===== config.mk =====
export PLATFORM = sky130hd
export DESIGN_NAME = gpr_writeback
export DESIGN_NICKNAME = d
export VERILOG_FILES = /design/src/rtl/gpr_wb_pkg.sv /design/src/rtl/gpr_wb_fifo.sv /design/src/rtl/gpr_writeback.sv
export SDC_FILE = /design/constraint.sdc
export NUM_CORES = 1
export LEC_CHECK = 0
export BUFFER_PORTS_ARGS = -buffer_cell sky130_fd_sc_hd__buf_4
export CORE_ASPECT_RATIO = 2
export CORE_MARGIN = 1.5
export CORE_UTILIZATION = 50
export CTS_CLUSTER_SIZE = 16
export DETAILED_ROUTE_END_ITERATION = 16
export GPL_ROUTABILITY_DRIVEN = 0
export HOLD_SLACK_MARGIN = 0.05
export PLACE_DENSITY_LB_ADDON = 0.05
export SKIP_CTS_REPAIR_TIMING = 1
export SLEW_MARGIN = 30
export SYNTH_ARGS = -nofsm -noshare
export SYNTH_HDL_FRONTEND = slang
export SYNTH_SLANG_ARGS = --single-unit

===== constraint.sdc =====
create_clock -name clock -period 4.9 [get_ports clock]
set_input_delay 0.49 -clock clock [delete_from_list [all_inputs] [get_ports clock]]
set_output_delay 0.49 -clock clock [all_outputs]
set_load 0.02 [all_outputs]

===== src/rtl/gpr_wb_pkg.sv =====
// rtl/gpr_wb_pkg.sv - shared widths, queue entry type and idle constant for gpr_writeback
package gpr_wb_pkg;

    localparam int GPR_XLEN = 32;
    localparam int GPR_NUM  = 32;
    localparam int RW       = $clog2(GPR_NUM);

    typedef struct packed {
        logic                live;
        logic [RW-1:0]       rd;
        logic [GPR_XLEN-1:0] data;
    } gpr_wb_entry_t;

    localparam gpr_wb_entry_t GPR_WB_IDLE = '{live: 1'b0, rd: '0, data: '0};

endpackage


===== src/rtl/gpr_wb_fifo.sv =====
// rtl/gpr_wb_fifo.sv - circular load-result queue with per-entry squash of matching rd
module gpr_wb_fifo
    import gpr_wb_pkg::*;
#(
    parameter int DEPTH = 2
) (
    input  logic          clock,
    input  logic          reset_n,
    input  logic          push,
    input  gpr_wb_entry_t push_entry,
    input  logic          pop,
    input  logic          squash_valid,
    input  logic [RW-1:0] squash_rd,
    output gpr_wb_entry_t head,
    output logic          full,
    output logic          empty
);

    localparam int PW = (DEPTH > 1) ? $clog2(DEPTH) : 1;
    localparam int CW = $clog2(DEPTH + 1);

    gpr_wb_entry_t r_mem [DEPTH];
    logic [PW-1:0] r_head;
    logic [PW-1:0] r_tail;
    logic [CW-1:0] r_count;
    gpr_wb_entry_t w_in;

    function automatic logic [PW-1:0] wrap_inc(input logic [PW-1:0] p);
        return (p == PW'(DEPTH - 1)) ? '0 : p + 1'b1;
    endfunction

    // A push in the same cycle as a matching ALU write is the older result, so it enters dead.
    always_comb begin
        w_in = push_entry;
        if (squash_valid && (push_entry.rd == squash_rd))
            w_in.live = 1'b0;
    end

    always_ff @(posedge clock or negedge reset_n) begin
        if (!reset_n) begin
            r_head  <= '0;
            r_tail  <= '0;
            r_count <= '0;
            for (int i = 0; i < DEPTH; i++)
                r_mem[i] <= GPR_WB_IDLE;
        end else begin
            for (int i = 0; i < DEPTH; i++) begin
                if (squash_valid && (r_mem[i].rd == squash_rd))
                    r_mem[i].live <= 1'b0;
            end
            if (push) begin
                r_mem[r_tail] <= w_in;
                r_tail        <= wrap_inc(r_tail);
            end
            if (pop)
                r_head <= wrap_inc(r_head);
            r_count <= r_count + CW'(push) - CW'(pop);
        end
    end

    assign head  = r_mem[r_head];
    assign full  = (r_count == CW'(DEPTH));
    assign empty = (r_count == '0);

endmodule


===== src/rtl/gpr_writeback.sv =====
// rtl/gpr_writeback.sv - ALU/LSU merge onto the GPR write port; GPR_WB_FWD_EN adds bypass ports
module gpr_writeback
    import gpr_wb_pkg::*;
#(
    parameter int XLEN  = GPR_XLEN,
    parameter int NUM   = GPR_NUM,
    parameter int DEPTH = 2
) (
    input  logic                     clock,
    input  logic                     reset_n,
    input  logic                     alu_valid,
    output logic                     alu_ready,
    input  logic [$clog2(NUM)-1:0]   alu_rd,
    input  logic [XLEN-1:0]          alu_data,
    input  logic                     lsu_valid,
    output logic                     lsu_ready,
    input  logic [$clog2(NUM)-1:0]   lsu_rd,
    input  logic [XLEN-1:0]          lsu_data,
    output logic [$clog2(NUM)-1:0]   gpr_addr_w,
    output logic [XLEN-1:0]          gpr_data_w,
    output logic                     lsu_pending
`ifdef GPR_WB_FWD_EN
    ,
    input  logic [$clog2(NUM)-1:0]   fwd_addr1,
    input  logic [$clog2(NUM)-1:0]   fwd_addr2,
    output logic                     fwd_hit1,
    output logic                     fwd_hit2,
    output logic [XLEN-1:0]          fwd_data1,
    output logic [XLEN-1:0]          fwd_data2
`endif
);

    localparam int AW = $clog2(NUM);

    logic          w_full;
    logic          w_empty;
    logic          w_alu_acc;
    logic          w_pop;
    logic          w_push;
    logic          w_squash;
    gpr_wb_entry_t w_head;
    gpr_wb_entry_t w_push_entry;
    logic [AW-1:0]   w_nxt_addr;
    logic [XLEN-1:0] w_nxt_data;
    logic [AW-1:0]   r_addr;
    logic [XLEN-1:0] r_data;

    // A full queue always drains, which bounds how long ALU traffic can starve loads.
    assign alu_ready    = !w_full;
    assign w_alu_acc    = alu_valid && !w_full;
    assign w_pop        = w_full || (!alu_valid && !w_empty);
    assign lsu_ready    = !w_full || w_pop;
    assign w_push       = lsu_valid && lsu_ready && (lsu_rd != '0);
    assign w_squash     = w_alu_acc && (alu_rd != '0);
    assign w_push_entry = '{live: 1'b1, rd: lsu_rd, data: lsu_data};

    gpr_wb_fifo #(.DEPTH(DEPTH)) u_fifo (
        .clock        (clock),
        .reset_n      (reset_n),
        .push         (w_push),
        .push_entry   (w_push_entry),
        .pop          (w_pop),
        .squash_valid (w_squash),
        .squash_rd    (alu_rd),
        .head         (w_head),
        .full         (w_full),
        .empty        (w_empty)
    );

    always_comb begin
        w_nxt_addr = '0;
        w_nxt_data = '0;
        if (w_alu_acc) begin
            w_nxt_addr = alu_rd;
            w_nxt_data = alu_data;
        end else if (w_pop && w_head.live) begin
            w_nxt_addr = w_head.rd;
            w_nxt_data = w_head.data;
        end
    end

    always_ff @(posedge clock or negedge reset_n) begin
        if (!reset_n) begin
            r_addr <= '0;
            r_data <= '0;
        end else begin
            r_addr <= w_nxt_addr;
            r_data <= w_nxt_data;
        end
    end

    assign gpr_addr_w  = r_addr;
    assign gpr_data_w  = r_data;
    assign lsu_pending = !w_empty;

`ifdef GPR_WB_FWD_EN
    // The register file returns stale data for the address being written this cycle.
    assign fwd_hit1  = (fwd_addr1 != '0) && (fwd_addr1 == r_addr);
    assign fwd_hit2  = (fwd_addr2 != '0) && (fwd_addr2 == r_addr);
    assign fwd_data1 = r_data;
    assign fwd_data2 = r_data;
`endif

endmodule


### After elaboration in Yosys (flattened, before gate mapping)

Index checks and enable logic that the tools add are counted.

| word-level totals | value |
|---|---|
| bits in read-only memories | 0 |
| input bits | 78 |
| output and inout bits | 40 |
| memories | 0 |
| latch bits | 0 |
| word-level logic and storage cells | 58 |
| bits in writable memories | 0 |
| register bits | 117 |

| operators by class | value |
|---|---|
| reduce and logical (&&, ||, !) cells | 18 |
| bitwise operators | 2 |
| divide/modulo/power cells | 0 |
| magnitude comparators | 3 |
| multipliers | 0 |
| shifts and indexed selects | 0 |
| $add $sub $neg | 4 |
| eq/ne operators | 4 |
| multiplexer cells | 16 |

Operator list:

| cell | number |
|---|---|
| 2-to-1 mux 38 bit | 4 |
| bitwise mux 76 bit | 1 |
| 2-to-1 mux 76 bit | 1 |
| 2-to-1 mux 32 bit | 2 |
| demux 38 bit (select 1 bit) | 1 |
| == test 5 bit | 3 |
| logical AND 1 bit | 10 |
| 2-to-1 mux 5 bit | 2 |
| nonzero test 5 bit | 2 |
| 2-to-1 mux 1 bit | 5 |
| >= comparator 2 bit (second input constant) | 2 |
| inverter 1 -> 2 bit | 2 |
| logical NOT 1 bit | 3 |
| adder 1 bit (second input constant) | 2 |
| adder 2 x 1 -> 2 bit | 1 |
| == test 2 bit (second input constant) | 1 |
| logical NOT 2 bit | 1 |
| logical OR 1 bit | 2 |
| less-than comparator 2 x 1 -> 1 bit (second input constant) | 1 |
| subtractor 2 x 1 -> 2 bit | 1 |

### Logic depth before layout (Yosys ltp)

Gate-level depths: netlist of run 1.

| logic depth | value |
|---|---|
| depth after elaboration | 9 |
| gate-level depth with buffers | 7 |

### Cells and area by module

Synthesis of run 1 repeated with hierarchy kept, for this count alone.

| second synthesis, totals | value |
|---|---|
| cell total of the unflattened synthesis | 339 |
| area, all modules | 5202.5 sq um |

Modules (own cells, without submodules):

| module | instances | cells each | area each (sq um) |
|---|---|---|---|
| gpr_wb_fifo | 1 | 243 | 3732.3 |
| gpr_writeback | 1 | 96 | 1470.2 |

### Worst setup path after synthesis of run 1

OpenSTA, ideal clock, no wires.

| timing path | value |
|---|---|
| path type | input to register |
| start point | input port lsu_rd[1] |
| end point | register (tool-made name) |
| path buffers | 2 |
| setup time | 125 ps |
| stages on the path | 6 |
| required time | 4775 ps |
| slack | 2943 ps |
| arrival time | 1832 ps |
| path through | or4_4 -> o21ai_4 -> nor2_1 -> buf_6 -> buf_6 -> mux2_4 |

RTL lines:

| what | RTL line | source |
|---|---|---|
| start, declared | gpr_writeback.sv:17 | `input logic [$clog2(NUM)-1:0] lsu_rd,` |

### Worst setup path after layout of run 1

| timing path | value |
|---|---|
| start point | register u_fifo.r_count[1] |
| end point | register r_data[22], in the netlist gpr_data_w[22] |

| on the way | value |
|---|---|
| cells in the longest elaborated chain, start to end | 7 |
| elaborated cells between the ends (all ways) | 10 |
| classes of those cells | 1 x eq/ne; 2 x mux; 7 x reduce/logical |

RTL lines:

| what | RTL line | source |
|---|---|---|
| start, declared | gpr_wb_fifo.sv:25 | `logic [CW-1:0] r_count;` |
| start signal, assigned | gpr_wb_fifo.sv:57 | `r_count <= r_count + CW'(push) - CW'(pop);` |
| logical NOT 2 bit | gpr_wb_fifo.sv:63 | `assign empty = (r_count == '0);` |
| logical NOT 1 bit | gpr_writeback.sv:51 | `assign w_pop = w_full \|\| (!alu_valid && !w_empty);` |
| logical AND 1 bit | gpr_writeback.sv:51 |  |
| logical OR 1 bit * | gpr_writeback.sv:51 |  |
| net u_fifo.pop | gpr_wb_fifo.sv:11 | `input logic pop,` |
| logical AND 1 bit * | gpr_writeback.sv:76 | `end else if (w_pop && w_head.live) begin` |
| 2-to-1 mux 32 bit * | gpr_writeback.sv:76 |  |
| 2-to-1 mux 32 bit * | gpr_writeback.sv:73 | `if (w_alu_acc) begin` |
| net w_nxt_data[22] | gpr_writeback.sv:44 | `logic [XLEN-1:0] w_nxt_data;` |
| end signal, assigned | gpr_writeback.sv:88 | `r_data <= w_nxt_data;` |
| end, declared | gpr_writeback.sv:46 | `logic [XLEN-1:0] r_data;` |

The timed path passes the listed nets; every way through them passes the cells marked *.
A chain may end at the register's enable or synchronous reset.

==> key figures, run 1 <==
Outcome
  • Outcome: finished, final reports clean

Clock tree
  • Num CTS Buffers: 17
  • Clock root buffer: clkbuf_16
  • CTS tree: built
  • Worst-Skew Late Latency: 0.41 ns
  • Clock Pin Slew Worst Setup and Hold Paths: 0.05 ns
  • Clock buffer depth: 2
  • # clock sinks: 117
  • Htree depth: 4

Synth
  • Largest area contributor in the netlist: dfrtp_1
  • Post-synthesis sequential area ratio: 57.6%
  • Synth top area share: 57.6%
  • Top post-synthesis cells by area: dfrtp_1 58%, mux2_4 11%, mux2_2 8.2%
  • Syn Std Cell Area: 5090 um2
  • Yosys reg bits: 117
  • Syn avg cell area: 13.8 um2
  • YS warnings: 0
  • Synthesized Nets: 448
  • Cells after Synth: 368
  • Synth cell types: 27

Detailed routing
  • WL final: 10.8 mm
  • DRC errors left: 0
  • Pre-antenna DRT Iters: 4
  • Final ANT Viol Nets: 0
  • Vias per cell: 5.14
  • WL/cell: 17.1 um
  • Vias: 3,250
  • First DRT Iteration DRCs: 119

Final layout
  • Fraction of layout cells with a size suffix above 1: 46.6%
  • ANT cells: 0
  • Final Non-Filler Cells: 632
  • Layout fillers: 756
  • Area delta synth->final: 32.0%
  • Nets: 568

Floorplan
  • Die area: 10,800 um2
  • Die W: 74.3 um
  • Core region area: 9830 um2
  • Row count: 51
  • I/O pins: 118
  • Starting density of the core: 51.8%
  • Die Y: 146 um

Timing
  • Slew Limit Fails: 0
  • Unrepaired setup endpoints after global routing: no
  • Worst slew margin relative to its limit: 52.5%
  • Hold Violations, Final: 0
  • FMAX: 457 MHz
  • Total Neg Setup Slack: 0 ns
  • Final worst path period share: 44.6%
  • Final setup vio count: 0
  • Fin crit period: 2.19 ns
  • Slew of the pin with the lowest slew margin: 0.713 ns
  • Worst Skew: 0.0120 ns
  • Hold Slack: 0.0991 ns

GRT
  • Total track usage: 21.8%
  • Largest net degree at the start of global routing: 80
  • First-pass GRT wire length: 17.7 mm
  • Initial antenna violation count: 0
  • GRT Residual Overflow: 0
  • Vias in the first global route: 3,532

Critical path
  • CP Launch Type: register
  • RR Startpoint: u_fifo.r_count[1]
  • Crit path max-delay family: compound AO/OA/AOI/OAI gates
  • Worst flop-to-flop path endpoint: gpr_data_w[22]
  • R2R depth: 5
  • Crit path capture type: register
  • Reg2reg setup slack: 2.71 ns
  • CP max-delay cell: a21boi_0
  • CP Cell Sequence: or2_2 > a21boi_0 > nand2_1 > buf_4 > o21ai_0
  • CP max FO: 23
  • Buffer and inverter count on the worst path: 1
  • Delay of the slowest critical-path stage: 0.50 ns
  • Critical Path RT: 5.22 ns
  • Critical Path AT: 2.50 ns
  • WS Path Type: register to register

Power
  • Max VDD drop: 0.000362 V
  • Leak: 3.17 nW
  • PwrDens: 721 nW/um2

Job
  • Maxcap violations: 0

Placed design
  • PortBufs: 116
  • Placed cells: 601
  • Dpl hpwl: 7.18 mm

Worst hold path
  • Hold crit path type: input pin to async pin
[cells in the mapped netlist, drive strengths merged]
master and count:
xor2 4, or2 1, buf 11, nor2 3
o21ai 38, clkbuf 10, and2 1, mux2 75
nor4 1, nand2 39, nand4 3, xnor2 15
a21boi 1, o41ai 2, nand2b 1, mux2i 39
ha 2, inv 2, or4 2, dfrtp 117
conb 1
[through the flow]
| stage | setup WS (ns) | utilization, % | instance area (um2) | power [W] |
|---|---|---|---|---|
| final | 2.71 | 68.3 | 6710 | 0.00484 |
| after global placement | 2.47 | 61.6 | 6050 | 0.00346 |
| after detailed placement | 2.49 | 61.6 | 6050 | 0.00350 |
| after floorplan | 2.94 | - | 5090 | 0.00291 |
| after global routing | 2.47 | 68.3 | 6710 | 0.00513 |
| after CTS | 2.58 | 68.3 | 6710 | 0.00490 |
[cell families (layout without fill, tap and decap cells)]
family,count (synthesis),after routing,synth area share [%]
DFF,117,117,57.6
AOI/OAI and AO/OA,41,41,4.45
xor gates and xnor gates,19,19,3.27
muxes,114,114,27.1
adders and majority gates,2,2,0.492
other,1,1,0.0737
and+or+nand+nor,51,51,4.33
buffers and inverters,23,155,2.73
[placed cells by master (no fill, tap or decap), types with 2 or more instances in the layout]
| cell type | instances |
|---|---|
| buf_4 | 121 |
| dfrtp_1 | 116 |
| nand2_1 | 39 |
| mux2i_1 | 39 |
| mux2_4 | 38 |
| mux2_2 | 37 |
| o21ai_0 | 37 |
| clkbuf_16 | 17 |
| xnor2_1 | 15 |
| bufinv_16 | 5 |
| xor2_1 | 4 |
| clkbuf_8 | 4 |
| nand4_1 | 3 |
| clkinv_2 | 3 |
| inv_1 | 2 |
| o41ai_1 | 2 |
| nor2_4 | 2 |
| ha_1 | 2 |
[worst max path at each step]
stage	startpoint	endpoint	slack (ns)	cells past startpoint
floorplan	lsu_rd[1]	register	2.94	6
global placement	alu_valid	gpr_data_w[22]	2.47	5
detailed placement	alu_valid	gpr_data_w[22]	2.49	5
CTS	u_fifo.r_count[0]	gpr_data_w[22]	2.58	5
global route	u_fifo.r_count[1]	gpr_data_w[19]	2.47	5
finish	u_fifo.r_count[1]	gpr_data_w[22]	2.71	5
[routing by layer]
metal	GRT usage, %	vias up	part of all wire, %
met4	7.64	0	0.97
met3	5.82	10	4.3
met1	25.6	1630	40
met2	37.5	91	55
met5	0	-	0
li1	-	1519	-
[power by group]
group / internal (W) / total, W / switching, W / leakage, nW
Sequential: 0.00146 / 0.00172 / 0.000252 / 1.38
Clock: 0.000951 / 0.00137 / 0.000420 / 0.322
Combinational: 0.000915 / 0.00176 / 0.000841 / 1.47
Total: 0.00333 / 0.00484 / 0.00151 / 3.17
[final cells by class]
| class | count | area, um2 | area share (%) |
|---|---|---|---|
| Sequential cell | 117 | 2930 | 43.6 |
| Tap cell | 132 | 165 | 2.46 |
| Inverter | 2 | 7.51 | 0.112 |
| Clock inverter | 9 | 173 | 2.57 |
| Multi-Input combinational cell | 228 | 2030 | 30.3 |
| Timing Repair Buffer | 122 | 920 | 13.7 |
| Clock buffer | 22 | 484 | 7.21 |
Note: power is estimated with default switching activity, not from simulation.
==> run 2: changes to the inputs <==
--- a/config.mk
+++ b/config.mk
@@ -8,7 +8,7 @@
 export BUFFER_PORTS_ARGS = -buffer_cell sky130_fd_sc_hd__buf_4
 export CORE_ASPECT_RATIO = 2
 export CORE_MARGIN = 1.5
-export CORE_UTILIZATION = 50
+export CORE_UTILIZATION = 48
 export CTS_CLUSTER_SIZE = 16
 export DETAILED_ROUTE_END_ITERATION = 16
 export GPL_ROUTABILITY_DRIVEN = 0
==> constraint.sdc (replaced) <==
create_clock -name clock -period 1.8 [get_ports clock]
set_input_delay 0.18 -clock clock [delete_from_list [all_inputs] [get_ports clock]]
set_output_delay 0.18 -clock clock [all_outputs]
set_load 0.02 [all_outputs]
==> run 2 against run 1 <==
Power rose to 2.8 times the previous value. Final area rose by 13%. Critical path type unchanged. Count of clock-buffer cells in the layout fell by 4. Setup slack got worse by 2.6 ns. Critical path depth rose by 2. Largest cell class unchanged. Highest routed layer unchanged. Fmax rose by 27%. First-iteration DRC count fell by 0.84%. Via count rose by 9.8%.
==> key figures, run 2 (same netlist as run 1, synthesis figures left out) <==
Outcome
  • Outcome: finished, final reports clean

Job
  • Maxcap violations: 0 (unchanged)

Timing
  • Worst Skew: 0.00571 ns (-0.00630 ns)
  • Final worst path period share: 95.6% (+51 points)
  • Hold Violations, Final: 0 (unchanged)
  • Final setup vio count: 0 (unchanged)
  • FMAX: 581 MHz (+27%)
  • Slew Limit Fails: 0 (unchanged)
  • Total Neg Setup Slack: 0 ns (unchanged)
  • Unrepaired setup endpoints after global routing: no
  • Fin crit period: 1.72 ns (-0.466 ns)

Detailed routing
  • DRC errors left: 0 (unchanged)
  • Pre-antenna DRT Iters: 4 (unchanged)
  • Final ANT Viol Nets: 0 (unchanged)
  • Wire length on met1: 4.54 mm (+5.2%)
  • Met2 wire len: 6.57 mm (+10%)
  • WL/cell: 16.1 um (-5.9%)
  • Vias per cell: 4.93 (-4.1%)
  • First DRT Iteration DRCs: 118 (-0.84%)
  • WL final: 11.7 mm (+7.8%)
  • Uppermost layer routed: met4
  • Vias: 3,569 (+9.8%)
  • Wire length on met3: 403 um (-13%)

Power
  • Leak: 3.55 nW (+12%)
  • PwrDens: 1780 nW/um2 (+150%)
  • Net Switching: 0.00433 W (+190%)
  • Internal: 0.00919 W (+180%)
  • Max VDD drop: 0.000960 V (+160%)
  • Power share of the clock group: 26.7% (-1.6 points)
  • Logic pwr share: 38.8% (+2.5 points)
  • Sw Ratio: 32.0% (+0.77 points)
  • Seq pwr share: 34.6% (-0.8 points)

Worst hold path
  • WHS Path Cells: 3
  • Hold path start: alu_rd[0]
  • Hold endpoint: gpr_addr_w[0]
  • Hold crit path type: input pin to register

Floorplan
  • Row count: 53 (+3.9%)
  • Die Y: 149 um (+2.0%)
  • I/O pins: 118 (unchanged)
  • Die area: 11,300 um2 (+4.0%)
  • Starting density of the core: 48.9% (-2.9 points)
  • Core region area: 10,400 um2 (+5.9%)
  • Die W: 75.8 um (+2.0%)

Placed design
  • Dpl hpwl: 7.71 mm (+7.3%)
  • PortBufs: 116 (unchanged)
  • Placed cells: 624 (+3.8%)

GRT
  • Initial antenna violation count: 0 (unchanged)
  • First-pass GRT wire length: 17.8 mm (+1.1%)
  • Vias in the first global route: 3,568 (+1.0%)
  • Total track usage: 21.4% (-0.42 points)
  • Largest net degree at the start of global routing: 50 (-38%)
  • GRT Residual Overflow: 0 (unchanged)

Clock tree
  • Clock buffer depth: 2 (unchanged)
  • Htree depth: 4 (unchanged)
  • Num CTS Buffers: 17 (unchanged)
  • Worst-Skew Late Latency: 0.41 ns (about the same)
  • Clock Pin Slew Worst Setup and Hold Paths: 0.05 ns (about the same)
  • CTS tree: built
  • # clock sinks: 117 (unchanged)
  • Clock root buffer: clkbuf_16

Critical path
  • RR Startpoint: u_fifo.r_count[1]
  • Reg2reg setup slack: 0.08 ns (-2.63 ns)
  • Crit path capture type: register
  • CP max FO: 2 (-91%)
  • Critical Path AT: 2.01 ns (-0.49 ns)
  • R2R depth: 7 (+2)
  • Worst flop-to-flop path endpoint: u_fifo.r_count[1]
  • CP Launch Type: register
  • Critical Path RT: 2.09 ns (-3.13 ns)
  • WS Path Type: register to register

Final layout
  • Layout fillers: 722 (-4.5%)
  • Commonest non-fill, non-tap cell in the layout: buf_4
  • Fraction of layout cells with a size suffix above 1: 43.6% (-3.0 points)
  • Final Non-Filler Cells: 724 (+15%)
  • Area delta synth->final: 49.5%
  • Most frequent cells in the layout: 134 x buf_4, 116 x dfrtp_1, 68 x dlygate4sd3_1
  • Nets: 654 (+15%)
  • ANT cells: 0 (unchanged)
run 2: changes by cell type in the layout (fill, tap and decap cells not counted), moves of 2 or more:
cell / change
clkbuf_8: -3
buf_4: +13
clkinv_2: -2
clkinv_4: +4
inv_6: +2
dlygate4sd3_1: +68
buf_12: +6
clkinvlp_4: +2
run 2: per-layer routing:
| metal | GRT usage [%] | up-vias |
|---|---|---|
| li1 | - | 1683 |
| met1 | 24.9 | 1786 |
| met2 | 36.5 | 89 |
| met3 | 6.57 | 11 |
| met4 | 6.70 | 0 |
| met5 | 0 | - |
run 2: how the worst max path moves through the flow:
stage | start | to | depth (start not counted)
finish | u_fifo.r_count[1] | u_fifo.r_count[1] | 7
global route | u_fifo.r_count[1] | u_fifo.r_count[1] | 7
CTS | u_fifo.r_count[0] | u_fifo.r_count[1] | 7
detailed placement | u_fifo.r_count[0] | u_fifo.r_count[1] | 7
global placement | lsu_rd[1] | register | 7
floorplan | u_fifo.r_count[1] | u_fifo.r_count[1] | 7
run 2: layout make-up:
class | instances | area (um2) | share of cell area, %
clock buffer | 18 | 439 | 5.77
clock inverter | 14 | 200 | 2.63
inverter | 2 | 7.51 | 0.0987
multi-input combinational | 228 | 2050 | 27.0
sequential | 117 | 2930 | 38.5
tap | 137 | 171 | 2.25
timing repair buffer | 208 | 1810 | 23.8
run 2: power by group through the flow:
stage | Combinational, W | Sequential [W] | Clock, W
final | 0.00524 | 0.00467 | 0.00360
after global routing | 0.00569 | 0.00483 | 0.00380
after CTS | 0.00513 | 0.00466 | 0.00365
after detailed placement | 0.00511 | 0.00469 | 0
after global placement | 0.00502 | 0.00465 | 0
after floorplan | 0.00289 | 0.00505 | 0
run 2: critical path, stage by stage, from the launching register on:
cell and delay, ns:
dfrtp_1 0.38, or2_4 0.25, a21boi_2 0.18, ha_1 0.29, inv_1 0.05, ha_2 0.19
xnor2_2 0.14, xnor2_1 0.12
run 2: through the flow:
| stage | util, % | hold WS (ns) | total power, W | worst slack (ns) | instance area [um2] |
|---|---|---|---|---|---|
| 6_report | 73.0 | 0.0478 | 0.0135 | 0.0794 | 7600 |
| 5_1_grt | 73.0 | 0.0504 | 0.0143 | 0.0215 | 7600 |
| 3_3_place_gp | 60.2 | 0.110 | 0.00966 | 0.0128 | 6270 |
| 4_1_cts | 66.4 | -0.318 | 0.0134 | -0.0637 | 6910 |
| 2_1_floorplan | - | -0.116 | 0.00794 | 0.0741 | 5090 |
| 3_5_place_dp | 60.2 | 0.117 | 0.00980 | -0.0480 | 6270 |
